**src/rtl/dmux_stream_router.sv**
```systemverilog
// Valid/ready stream router built around a fixed-latency pipelined demux.
// Credits per output reserve FIFO space at accept time because the demux pipeline cannot stall.

module dmux_lfmr #(
  parameter int unsigned WIDTH        = 8,
  parameter int unsigned OUTPUT_COUNT = 4,
  parameter int unsigned LATENCY      = 2,
  parameter int unsigned TYPE         = 0,
  localparam int unsigned SEL_W       = $clog2(OUTPUT_COUNT) + 1
) (
  input  logic                          clk,
  input  logic                          rst_n,
  input  logic [WIDTH-1:0]              data,
  input  logic [SEL_W-1:0]              sel,
  output logic [WIDTH*OUTPUT_COUNT-1:0] lanes
);

  if (TYPE != 0) begin : g_bad_type
    $error("dmux_lfmr: only TYPE 0 (fixed latency) is supported");
  end

  logic [WIDTH-1:0] data_q;
  logic [SEL_W-1:0] sel_q;

  if (LATENCY == 0) begin : g_comb
    assign data_q = data;
    assign sel_q  = sel;
  end else begin : g_pipe
    logic [WIDTH-1:0] data_p [LATENCY];
    logic [SEL_W-1:0] sel_p  [LATENCY];

    always_ff @(posedge clk or negedge rst_n) begin
      if (!rst_n) begin
        for (int unsigned k = 0; k < LATENCY; k++) begin
          data_p[k] <= '0;
          sel_p[k]  <= '1;
        end
      end else begin
        data_p[0] <= data;
        sel_p[0]  <= sel;
        for (int unsigned k = 1; k < LATENCY; k++) begin
          data_p[k] <= data_p[k-1];
          sel_p[k]  <= sel_p[k-1];
        end
      end
    end

    assign data_q = data_p[LATENCY-1];
    assign sel_q  = sel_p[LATENCY-1];
  end

  always_comb begin
    lanes = '0;
    for (int unsigned k = 0; k < OUTPUT_COUNT; k++) begin
      if (sel_q == SEL_W'(k)) lanes[k*WIDTH +: WIDTH] = data_q;
    end
  end

endmodule

module dmux_stream_router #(
  parameter int unsigned WIDTH        = 8,
  parameter int unsigned OUTPUT_COUNT = 4,
  parameter int unsigned LATENCY      = 2,
  parameter int unsigned FIFO_DEPTH   = 4,
  parameter int unsigned TYPE         = 0,
  localparam int unsigned SEL_W       = $clog2(OUTPUT_COUNT) + 1
) (
  input  logic                          clk,
  input  logic                          rst_n,
  input  logic                          s_valid,
  output logic                          s_ready,
  input  logic [WIDTH-1:0]              s_data,
  input  logic [SEL_W-1:0]              s_dest,
  output logic [OUTPUT_COUNT-1:0]       m_valid,
  input  logic [OUTPUT_COUNT-1:0]       m_ready,
  output logic [WIDTH*OUTPUT_COUNT-1:0] m_data,
  output logic [7:0]                    drop_count
);

  localparam int unsigned CNT_W = $clog2(FIFO_DEPTH + 1);
  localparam int unsigned PTR_W = $clog2(FIFO_DEPTH);
  localparam logic [SEL_W-1:0] DEST_LIMIT = SEL_W'(OUTPUT_COUNT);
  localparam logic [CNT_W-1:0] FULL       = CNT_W'(FIFO_DEPTH);

  logic                          live;
  logic                          legal;
  logic                          has_credit;
  logic                          accept;
  logic                          issue;
  logic [SEL_W-1:0]              dmx_sel;
  logic [WIDTH*OUTPUT_COUNT-1:0] lanes;
  logic                          tag_valid;
  logic [SEL_W-1:0]              tag_dest;
  logic [OUTPUT_COUNT-1:0]       avail;
  logic [OUTPUT_COUNT-1:0]       push;
  logic [OUTPUT_COUNT-1:0]       pop;

  // Holds s_ready low for the first cycle after reset release.
  always_ff @(posedge clk or negedge rst_n) begin
    if (!rst_n) live <= 1'b0;
    else        live <= 1'b1;
  end

  always_comb begin
    legal      = s_dest < DEST_LIMIT;
    has_credit = 1'b0;
    for (int unsigned k = 0; k < OUTPUT_COUNT; k++) begin
      if (s_dest == SEL_W'(k)) has_credit = avail[k];
    end
    s_ready = live && (legal ? has_credit : 1'b1);
    accept  = s_valid && s_ready;
    issue   = accept && legal;
    dmx_sel = issue ? s_dest : '1;
  end

  always_ff @(posedge clk or negedge rst_n) begin
    if (!rst_n)                                          drop_count <= '0;
    else if (accept && !legal && drop_count != 8'hFF)    drop_count <= drop_count + 8'd1;
  end

  dmux_lfmr #(
    .WIDTH(WIDTH),
    .OUTPUT_COUNT(OUTPUT_COUNT),
    .LATENCY(LATENCY),
    .TYPE(TYPE)
  ) u_dmux (
    .clk(clk),
    .rst_n(rst_n),
    .data(s_data),
    .sel(dmx_sel),
    .lanes(lanes)
  );

  // Tag pipeline mirrors the demux latency so capture knows which lane is live.
  if (LATENCY == 0) begin : g_tag_comb
    assign tag_valid = issue;
    assign tag_dest  = s_dest;
  end else begin : g_tag_pipe
    logic [LATENCY-1:0] vld_p;
    logic [SEL_W-1:0]   dest_p [LATENCY];

    always_ff @(posedge clk or negedge rst_n) begin
      if (!rst_n) begin
        vld_p <= '0;
        for (int unsigned k = 0; k < LATENCY; k++) dest_p[k] <= '0;
      end else begin
        vld_p[0]  <= issue;
        dest_p[0] <= s_dest;
        for (int unsigned k = 1; k < LATENCY; k++) begin
          vld_p[k]  <= vld_p[k-1];
          dest_p[k] <= dest_p[k-1];
        end
      end
    end

    assign tag_valid = vld_p[LATENCY-1];
    assign tag_dest  = dest_p[LATENCY-1];
  end

  for (genvar i = 0; i < OUTPUT_COUNT; i++) begin : g_lane
    logic [WIDTH-1:0] mem [FIFO_DEPTH];
    logic [PTR_W-1:0] wr_ptr;
    logic [PTR_W-1:0] rd_ptr;
    logic [CNT_W-1:0] count;
    logic [CNT_W-1:0] credit;
    logic             dec;

    assign dec        = accept && (s_dest == SEL_W'(i));
    assign push[i]    = tag_valid && (tag_dest == SEL_W'(i));
    assign pop[i]     = m_valid[i] && m_ready[i];
    assign avail[i]   = credit != '0;
    assign m_valid[i] = count != '0;
    assign m_data[i*WIDTH +: WIDTH] = m_valid[i] ? mem[rd_ptr] : '0;

    always_ff @(posedge clk) begin
      if (push[i]) mem[wr_ptr] <= lanes[i*WIDTH +: WIDTH];
    end

    always_ff @(posedge clk or negedge rst_n) begin
      if (!rst_n) begin
        wr_ptr <= '0;
        rd_ptr <= '0;
        count  <= '0;
        credit <= FULL;
      end else begin
        if (push[i]) wr_ptr <= wr_ptr + 1'b1;
        if (pop[i])  rd_ptr <= rd_ptr + 1'b1;
        if (push[i] && !pop[i])      count <= count + 1'b1;
        else if (pop[i] && !push[i]) count <= count - 1'b1;
        if (dec && !pop[i])          credit <= credit - 1'b1;
        else if (pop[i] && !dec)     credit <= credit + 1'b1;
      end
    end

    a_credit_bounds: assert property (@(posedge clk) disable iff (!rst_n)
      (credit <= FULL) && !(dec && !pop[i] && credit == '0) && !(pop[i] && !dec && credit == FULL));

    a_no_overflow: assert property (@(posedge clk) disable iff (!rst_n)
      !(push[i] && !pop[i] && count == FULL));
  end

endmodule

```
**config.mk**
```make
export PLATFORM = sky130hd
export DESIGN_NAME = dmux_stream_router
export DESIGN_NICKNAME = d
export VERILOG_FILES = /design/src/rtl/dmux_stream_router.sv
export SDC_FILE = /design/constraint.sdc
export NUM_CORES = 1
export LEC_CHECK = 0
export ABC_AREA = 1
export CAP_MARGIN = 20
export CORE_MARGIN = 10
export CORE_UTILIZATION = 52
export DETAILED_ROUTE_END_ITERATION = 16
export GPL_ROUTABILITY_DRIVEN = 0
export MAX_ROUTING_LAYER = met4
export PLACE_DENSITY = 0.68
export SLEW_MARGIN = 0
export SYNTH_ARGS = -nofsm -noshare
export SYNTH_HDL_FRONTEND = slang
export SYNTH_SLANG_ARGS = --single-unit
export TNS_END_PERCENT = 20
```
**constraint.sdc**
```tcl
create_clock -name clk -period 4.26 [get_ports clk]
set_input_delay 0.852 -clock clk [delete_from_list [all_inputs] [get_ports clk]]
set_output_delay 0.852 -clock clk [all_outputs]
set_load 0.01 [all_outputs]
```
==> out/summary.txt, run 1 <==
Critical-path top delay cell = dfrtp_1
Power Dens Cells = 644 nW/um^2
Routed len/inst = 16.8 um
TritonCTS clock tree = yes
Via-to-Cell Ratio = 5.17
Reg2reg end = g_lane[0].count[2]
Crit. End Element = primary output
Max_cap viols = 0
Initial DRC count = 302
CP cell instances = inv_2, o21ai_0, a21oi_1, clkdlybuf4s50_1
Resize count post-CTS = 0
Endpoints failing hold = 0
Layout area overhead = 17.0%
Initial antenna violation count = 0
Multiplexer share of the synthesized area = 0.00896
Worst vdd ir = 0.379 mV
Worst Hold Class = reg -> reg
Setup TNS = 0 ps
R2R depth = 9
Fin. max-slew vios = 0
Core area = 16600 um^2
Fin util = 0.620
Crit Path Class = reg -> out
CTS Hold Bufs = 0
Worst-skew pair later-pin latency = 490 ps
Critical path data required time = 3410 ps
Detailed Route WL = 17.7 mm
DIE HEIGHT = 150 um
Vias in the first global route = 5691
Post-DP HPWL = 11.8 mm
Top Family by Delay on Critical Path = flip-flops
Reg2reg start = g_lane[0].count[0]
Yosys warns = 0
Hold path start = u_dmux.g_pipe.data_p[12]
Longest Clk Path Bufs = 3
Post-layout nets = 874
Worst path bufs/invs = 2
Yosys reg bits = 207
Fin Hold WS = 349 ps
Die area = 22500 um^2
Finished Layout Cells = 1058
Tightest Pin Transition = 991 ps
Seq/Total Area, Yosys = 0.663
Arr. time, crit path = 2440 ps
RSZ-0062 raised after global routing = false
Reg clk slew, reported paths = 60 ps
Row Count = 47
Post-synthesis cell count = 754
Post CTS Setup Buffer Count = 0
CTS H-tree depth = 1
Largest net degree at the start of global routing = 80
Setup Skew = 11.3 ps
Worst hold path depth = 0
Initial Util = 0.530
FF-to-FF setup slack = 1820 ps
# setup viols final = 0
GRT Residual Overflow = 0
Initial DRT Pass Iterations = 4
Syn nets = 805
Synth Cell Area = 8790 um^2
PortBufs = 62
# IOs = 63
Startpoint Class = flip-flop
Simple logic cell fraction of the synthesized area = 0.127
Layout cells sized above 1 = 0.111
Synth Area in Compound Gates = 0.0660
Peak Freq = 304 MHz
DRC viols = 0
Die width = 150 um
Clk sink count = 207
Critical path peak fanout = 19
Via count = 5474
Post-Synth Adder-Cell Area = 0.0538
CTS Buf Count = 21
Tot GR Track Use = 0.162
Placed Instances = 1020
Avg Inst Size Synth = 11.7 um^2
Critical path's largest stage delay = 780 ps
Fin crit period = 3290 ps
First-pass GRT wire length = 28.3 mm
Rel. slew slack = 0.339
Routed Antenna Nets = 0
Clock Tree Root = clkbuf_16
Final worst path period share = 0.772
Outcome = complete, no violations
Total power = 6.63 mW
Hold Path Sink = u_dmux.data_q[4]
Leakage = 4.22 nW
Xor and xnor fraction of the mapped netlist area = 0.0339
ANT cells = 0
Distinct cells, synth = 29
Largest family of logic cells by synthesized area = simple AND/OR/NAND/NOR gates
cell usage in the layout, fill, tap and decap left out, types with 2 or more instances in the layout:
cell type        instances
dfstp_2                 10
clkbuf_16               22
o21ai_0                 63
dfrtp_1                 69
nor3_4                   4
fa_1                     8
nor3_1                   2
inv_1                   69
nand3_2                  5
xnor2_1                 17
nand2_1                 28
mux2_2                   7
nand3_1                 11
ha_1                    25
nor2_1                 190
inv_4                    4
a21oi_1                 39
nor2_2                  12
nor2_4                   2
inv_2                   12
xor2_1                  17
o21ai_1                 14
clkdlybuf4s50_1         61
edfxtp_1               128
clkbuf_8                 6
clkinv_2                 5
worst register-to-register path, cell delays in order, from the launching register on:
cell     delay (ps)
dfrtp_1         440
nor3_4          520
nor2_2          110
inv_1           160
ha_1            170
inv_1            70
fa_1            390
a21oi_1         170
o21ai_0         130
xnor2_1         150
layer usage:
metal,share of wire,track usage,vias up
li1,-,-,2636
met1,0.43,0.197,2690
met2,0.50,0.280,122
met3,0.050,0.0236,26
met4,0.014,0.0374,0
met5,0,-,-
flip-flops by register name, indices dropped and copies added (netlist names), 8 cells and up:
register / count
drop_count: 8
g_lane.count: 12
g_lane.credit: 12
g_lane.mem: 128
g_lane.rd_ptr: 8
g_lane.wr_ptr: 8
u_dmux.data_q: 8
u_dmux.g_pipe.data_p: 8
where the power goes:
| part | switching (mW) | total, mW | internal, mW | leakage (nW) |
|---|---|---|---|---|
| registers | 0.408 | 2.77 | 2.36 | 2.29 |
| logic | 1.05 | 2.07 | 1.02 | 1.58 |
| clock network | 0.725 | 1.78 | 1.05 | 0.353 |
| total | 2.19 | 6.63 | 4.44 | 4.22 |
how the worst max path moves through the flow:
| stage | slack, ps | depth (start not counted) | end | from |
|---|---|---|---|---|
| final | 970 | 4 | m_data[15] | g_lane[1].rd_ptr[0] |
| after global routing | 790 | 4 | m_data[20] | g_lane[2].rd_ptr[0] |
| after CTS | 930 | 4 | m_data[20] | g_lane[2].rd_ptr[0] |
| after detailed placement | 1010 | 9 | s_ready | s_dest[0] |
| after global placement | 1080 | 9 | s_ready | s_dest[0] |
| after floorplan | 1880 | 13 | g_lane[0].credit[2] | s_dest[0] |
stage by stage:
step / area (um^2) / setup slack, ps
floorplan: 8790 / 1880
global placement: 9600 / 1080
detailed placement: 9600 / 1010
CTS: 10300 / 933
global route: 10300 / 792
finish: 10300 / 970
cell usage after synthesis:
master,count,area (um^2)
nor3_4,4,65.1
buf_4,4,30.0
a21oi_1,39,195
o21ai_1,14,70.1
dfrtp_1,69,1730
buf_2,12,60.1
dfstp_2,10,263
inv_2,12,45.0
nor2_4,2,22.5
inv_4,1,6.26
conb_1,1,3.75
mux2_2,7,78.8
clkinv_2,1,5.00
ha_1,25,313
nor3_1,2,10.0
xor2_1,17,149
nand2_1,28,105
fa_1,8,160
nand2_4,1,11.3
nor2_2,12,75.1
inv_1,69,259
o21ai_0,63,315
nand3_2,5,50.1
nand3b_1,1,7.51
nand4_1,1,6.26
edfxtp_1,128,3840
xnor2_1,17,149
nand3_1,11,55.1
nor2_1,190,713
layout make-up:
class | instances | area, um^2
Inverter | 83 | 315
Sequential cell | 207 | 5830
Fill cell | 1291 | 6300
Clock buffer | 30 | 642
Tap cell | 220 | 275
Timing Repair Buffer | 62 | 618
Clock inverter | 8 | 47.5
Multi-Input combinational cell | 448 | 2550
cell families (layout without fill, tap and decap cells):
family | after synthesis | count (layout)
buf+inv | 99 | 183
flops | 207 | 207
other cells | 1 | 1
simple gates | 257 | 257
mux | 7 | 7
xor+xnor | 34 | 34
fa+ha+maj | 33 | 33
compound gates | 116 | 116
(Power assumes the default switching activity.)
==> run 2, diff against run 1 <==
PLACE_DENSITY = 0.71   (was 0.68)
clock period = 2.9 ns   (was 4.26 ns; I/O delays follow)
==> out/summary.txt, run 2 (synthesis results as in run 1) <==
Sequential power share = 0.404
Max reg flops = 128
Crit. End Element = primary output
Worst Hold Class = in -> async
Placed cell areas = 9650 um^2
Layout cells sized above 1 = 0.125
Clk pwr share = 0.287
Initial antenna violation count = 0
Routed len/inst = 16.5 um
Clk sink count = 207
Top flop regs = g_lane.mem (128), g_lane.count (12), g_lane.credit (12)
Layout area overhead = 18.6%
Critical path's largest stage delay = 580 ps
Post-route design area = 10400 um^2
Vias in the first global route = 5630
Power Dens Cells = 962 nW/um^2
Initial DRC count = 323
Crit Path Class = reg -> out
RSZ-0062 raised after global routing = false
ANT cells = 0
Fin. max-slew vios = 0
Via count = 5466
Endpoints failing hold = 0
Area of the multi-input gates = 2550 um^2
Most common cell after layout, fill and taps aside = nor2_1
Tot GR Track Use = 0.161
# setup viols final = 0
CP cell instances = inv_2, nor2_1, o21ai_1, a21oi_1, clkdlybuf4s50_1
DIE HEIGHT = 150 um
Initial DRT Pass Iterations = 4
Internal power = 6.78 mW
Critical-path top delay cell = clkdlybuf4s50_1
TritonCTS clock tree = yes
First-pass GRT wire length = 28.2 mm
DRC viols = 0
CTS H-tree depth = 1
Leakage = 4.28 nW
Row Count = 47
Peak Freq = 358 MHz
Max_cap viols = 0
Largest net degree at the start of global routing = 44
Routed Antenna Nets = 0
Setup Skew = 14.9 ps
Sw Share = 0.324
Tightest Pin Transition = 898 ps
Critical path peak fanout = 9
Setup TNS = 0 ps
PortBufs = 62
Die area = 22500 um^2
# IOs = 63
Filler Cell Count = 1272
Detailed Route WL = 17.6 mm
Rel. slew slack = 0.399
Most frequent cells in the layout = 190 x nor2_1, 128 x edfxtp_1, 69 x inv_1
Reg clk slew, reported paths = 60 ps
Post-DP HPWL = 11.8 mm
Clock Tree Root = clkbuf_16
Initial Util = 0.530
Largest Register = g_lane.mem
Longest Clk Path Bufs = 3
Fin crit period = 2800 ps
Post CTS Setup Buffer Count = 0
CTS Buf Count = 22
FF/Latch Area = 5840 um^2
GRT Residual Overflow = 0
Worst-skew pair later-pin latency = 490 ps
Arr. time, crit path = 2220 ps
Die width = 150 um
Via-to-Cell Ratio = 5.13
Critical path data required time = 2320 ps
Final worst path period share = 0.964
Fin util = 0.629
Worst vdd ir = 0.467 mV
Comb pwr share = 0.308
Outcome = complete, no violations
P_sw = 3.25 mW
Core area = 16600 um^2
Post-layout nets = 880
Fin Hold WS = 55.2 ps
Startpoint Class = flip-flop
## run 2: cell types whose count changed in the layout (fill, tap and decap cells not counted), moves of 2 or more
| cell | delta |
|---|---|
| clkbuf_8 | -5 |
| inv_2 | -2 |
| clkinv_2 | +2 |
| clkbuf_16 | +3 |
| inv_4 | +2 |
| bufinv_16 | +2 |
| dfrtp_2 | +7 |
| buf_4 | +4 |
| dfrtp_1 | -7 |
## run 2: final cells by class
cell class              instances  share of cell area
flip-flops and latches        207               0.560
multi-input cells             448               0.245
repair buffers                 67              0.0641
clock buffers                  27              0.0617
inverters                      83              0.0307
well taps                     220              0.0264
clock inverters                13              0.0116
## run 2: through the flow
stage          power [mW]  setup WS [ps]  std cells
2_1_floorplan        5.86            788        754
3_3_place_gp         7.03            155       1025
3_5_place_dp         7.21          -11.2       1025
4_1_cts              10.1           21.9       1065
5_1_grt              10.6           6.21       1065
6_report             10.0            104       1065
## run 2: worst paths after layout
path                                          startpoint                 end  slack, ps  depth (start not counted)
worst max-delay path                 g_lane[0].rd_ptr[1]           m_data[0]        100                          5
worst min register to register  u_dmux.g_pipe.data_p[13]    u_dmux.data_q[5]        350                          0
min in group clk                u_dmux.g_pipe.data_p[13]    u_dmux.data_q[5]        350                          0
worst min-delay path                               rst_n       drop_count[6]         60                          1
max in group asynchronous                          rst_n     u_dmux.sel_q[1]       2190                          2
worst max register to register        g_lane[2].count[0]  g_lane[2].count[2]        570                          9
## run 2: what timing repair did
item | CTS | global route
gates resized for setup | 4 | 5
hold buffers | 0 | 0
setup endpoints to repair | 18 | 10
## run 2: per-layer routing
layer  routed length [um]  track usage
met1                 7660        0.201
met2                 8720        0.266
met3                  883       0.0248
met4                  328       0.0496
met5                    0            -
## run 2: worst max-delay path, delay by kind of cell, from the launching register on
kind	cells	cell delay, ps
simple gates	1	130
compound gates	2	270
flops	1	560
buf+inv	2	770
## run 2: power by group through the flow
stage | registers, mW | clock network [mW] | logic, mW
after floorplan | 3.81 | 0 | 2.05
after global placement | 4.05 | 0 | 2.98
after detailed placement | 4.09 | 0 | 3.12
after CTS | 4.05 | 2.92 | 3.15
after global routing | 4.13 | 3.04 | 3.46
final | 4.06 | 2.88 | 3.09
==> run 3, diff against run 2 <==
CTS_BUF_LIST = sky130_fd_sc_hd__clkbuf_4 sky130_fd_sc_hd__clkbuf_8 sky130_fd_sc_hd__clkbuf_16   (was unset)
RECOVER_POWER = 50   (was unset)
==> out/summary.txt, run 3 (synthesis results as in run 1) <==
Post-layout nets = 880
Arr. time, crit path = 2230 ps
Endpoints failing hold = 0
Crit Path Class = reg -> out
Fin crit period = 2810 ps
Most common cell after layout, fill and taps aside = nor2_1
Initial antenna violation count = 0
Routed len/inst = 16.5 um
Clk sink count = 207
CTS Hold Bufs = 0
Area of the multi-input gates = 2530 um^2
Die width = 150 um
Largest net degree at the start of global routing = 44
Detailed Route WL = 17.6 mm
Via count = 5483
GRT Residual Overflow = 0
Power Dens Cells = 964 nW/um^2
First-pass GRT wire length = 28.2 mm
Tightest Pin Transition = 2110 ps
Max reg flops = 128
Row Count = 47
Max_cap viols = 1
Tot GR Track Use = 0.161
FF/Latch Area = 5840 um^2
PortBufs = 62
# setup viols final = 0
Initial Util = 0.530
TritonCTS clock tree = yes
Die area = 22500 um^2
Critical path data required time = 2320 ps
Setup WS pre-CTS = -11.2 ps
Core area = 16600 um^2
RSZ-0062 raised after global routing = false
Worst vdd ir = 0.467 mV
Startpoint Class = flip-flop
# IOs = 63
Worst Hold Class = reg -> reg
Worst-skew pair later-pin latency = 500 ps
Peak Freq = 356 MHz
Crit path from = g_lane[0].rd_ptr[1]
Worst setup margin = 88.0 ps
Crit. End Element = primary output
CTS Buf Count = 22
Reg clk slew, reported paths = 60 ps
Initial DRT Pass Iterations = 5
Fin Hold WS = 351 ps
Longest Clk Path Bufs = 3
Clock Tree Root = clkbuf_16
Layout area overhead = 18.2%
Routed Antenna Nets = 0
Fin. max-slew vios = 37
Rel. slew slack = -0.405
Vias in the first global route = 5630
ANT cells = 0
Post-DP HPWL = 11.8 mm
Filler Cell Count = 1279
Most frequent cells in the layout = 198 x nor2_1, 128 x edfxtp_1, 69 x inv_1
Total power = 10.0 mW
CTS H-tree depth = 1
Hold path start = u_dmux.g_pipe.data_p[13]
Via-to-Cell Ratio = 5.15
Critical path peak fanout = 9
DIE HEIGHT = 150 um
Post CTS Setup Buffer Count = 0
Top flop regs = g_lane.mem (128), g_lane.count (12), g_lane.credit (12)
Final worst path period share = 0.970
Fin util = 0.627
Reg2reg start = g_lane[2].count[0]
DRC viols = 0
Failing checks = max-capacitance violations, max-slew violations
Setup Skew = 14.3 ps
Initial DRC count = 322
Outcome = finished with violations
Largest Register = g_lane.mem
Leakage = 4.27 nW
Layout cells sized above 1 = 0.111
==> run 3: cell types whose count changed in the layout (fill, tap and decap cells not counted), moves of 2 or more <==
cell             previous run  this run
dfstp_2                    10         8
dlygate4sd3_1               0         9
buf_4                       5         3
dfstp_1                     0         2
clkdlybuf4s50_1            61        52
nor2_2                     12         4
nor2_1                    190       198
==> run 3: repair_timing <==
item / 4_1_cts / 5_1_grt
gates resized for setup: 4 / 5
setup endpoints to repair: 18 / 10
cloned: 0 / 0
==> run 3: worst paths after layout <==
kind                            slack [ps]                   to  cells past startpoint
worst min-delay path                   350     u_dmux.data_q[5]                      0
max in group asynchronous              840  g_lane[2].rd_ptr[1]                      1
worst min register to register         350     u_dmux.data_q[5]                      0
min in group asynchronous              700        drop_count[5]                      1
worst max-delay path                    90            m_data[0]                      5
worst max register to register         530   g_lane[2].count[2]                      9
==> run 3: routing by layer <==
layer | part of all wire | wire [um] | global-route usage | up-vias
li1 | - | - | - | 2645
met1 | 0.43 | 7620 | 0.201 | 2679
met3 | 0.050 | 873 | 0.0248 | 29
met4 | 0.019 | 328 | 0.0496 | 0
met5 | 0 | 0 | - | -
met2 | 0.50 | 8790 | 0.266 | 130
==> run 3: critical path, cell delays in order (launching register included) <==
cell	delay [ps]
dfrtp_1	580
inv_2	190
nor2_1	130
o21ai_1	70
a21oi_1	200
clkdlybuf4s50_1	580
==> run 3: stage by stage <==
step / setup TNS [ps] / cell area (um^2) / std cells
final: 0 / 10400 / 1065
after global routing: 0 / 10400 / 1065
after CTS: 0 / 10400 / 1065
after detailed placement: -20.6 / 9650 / 1025
after global placement: 0 / 9650 / 1025
after floorplan: 0 / 8790 / 754
==> run 3: cell type report <==
class                           instances  area share
Clock buffer                           27      0.0622
Timing Repair Buffer                   67      0.0635
Tap cell                              220      0.0265
Sequential cell                       207       0.562
Inverter                               83      0.0308
Clock inverter                         13      0.0117
Multi-Input combinational cell        448       0.243
==> run 3: where the power goes <==
group          total (mW)  switching [mW]  internal [mW]
sequential           4.06           0.570           3.49
combinational        3.08            1.56           1.52
clock                2.88            1.11           1.77
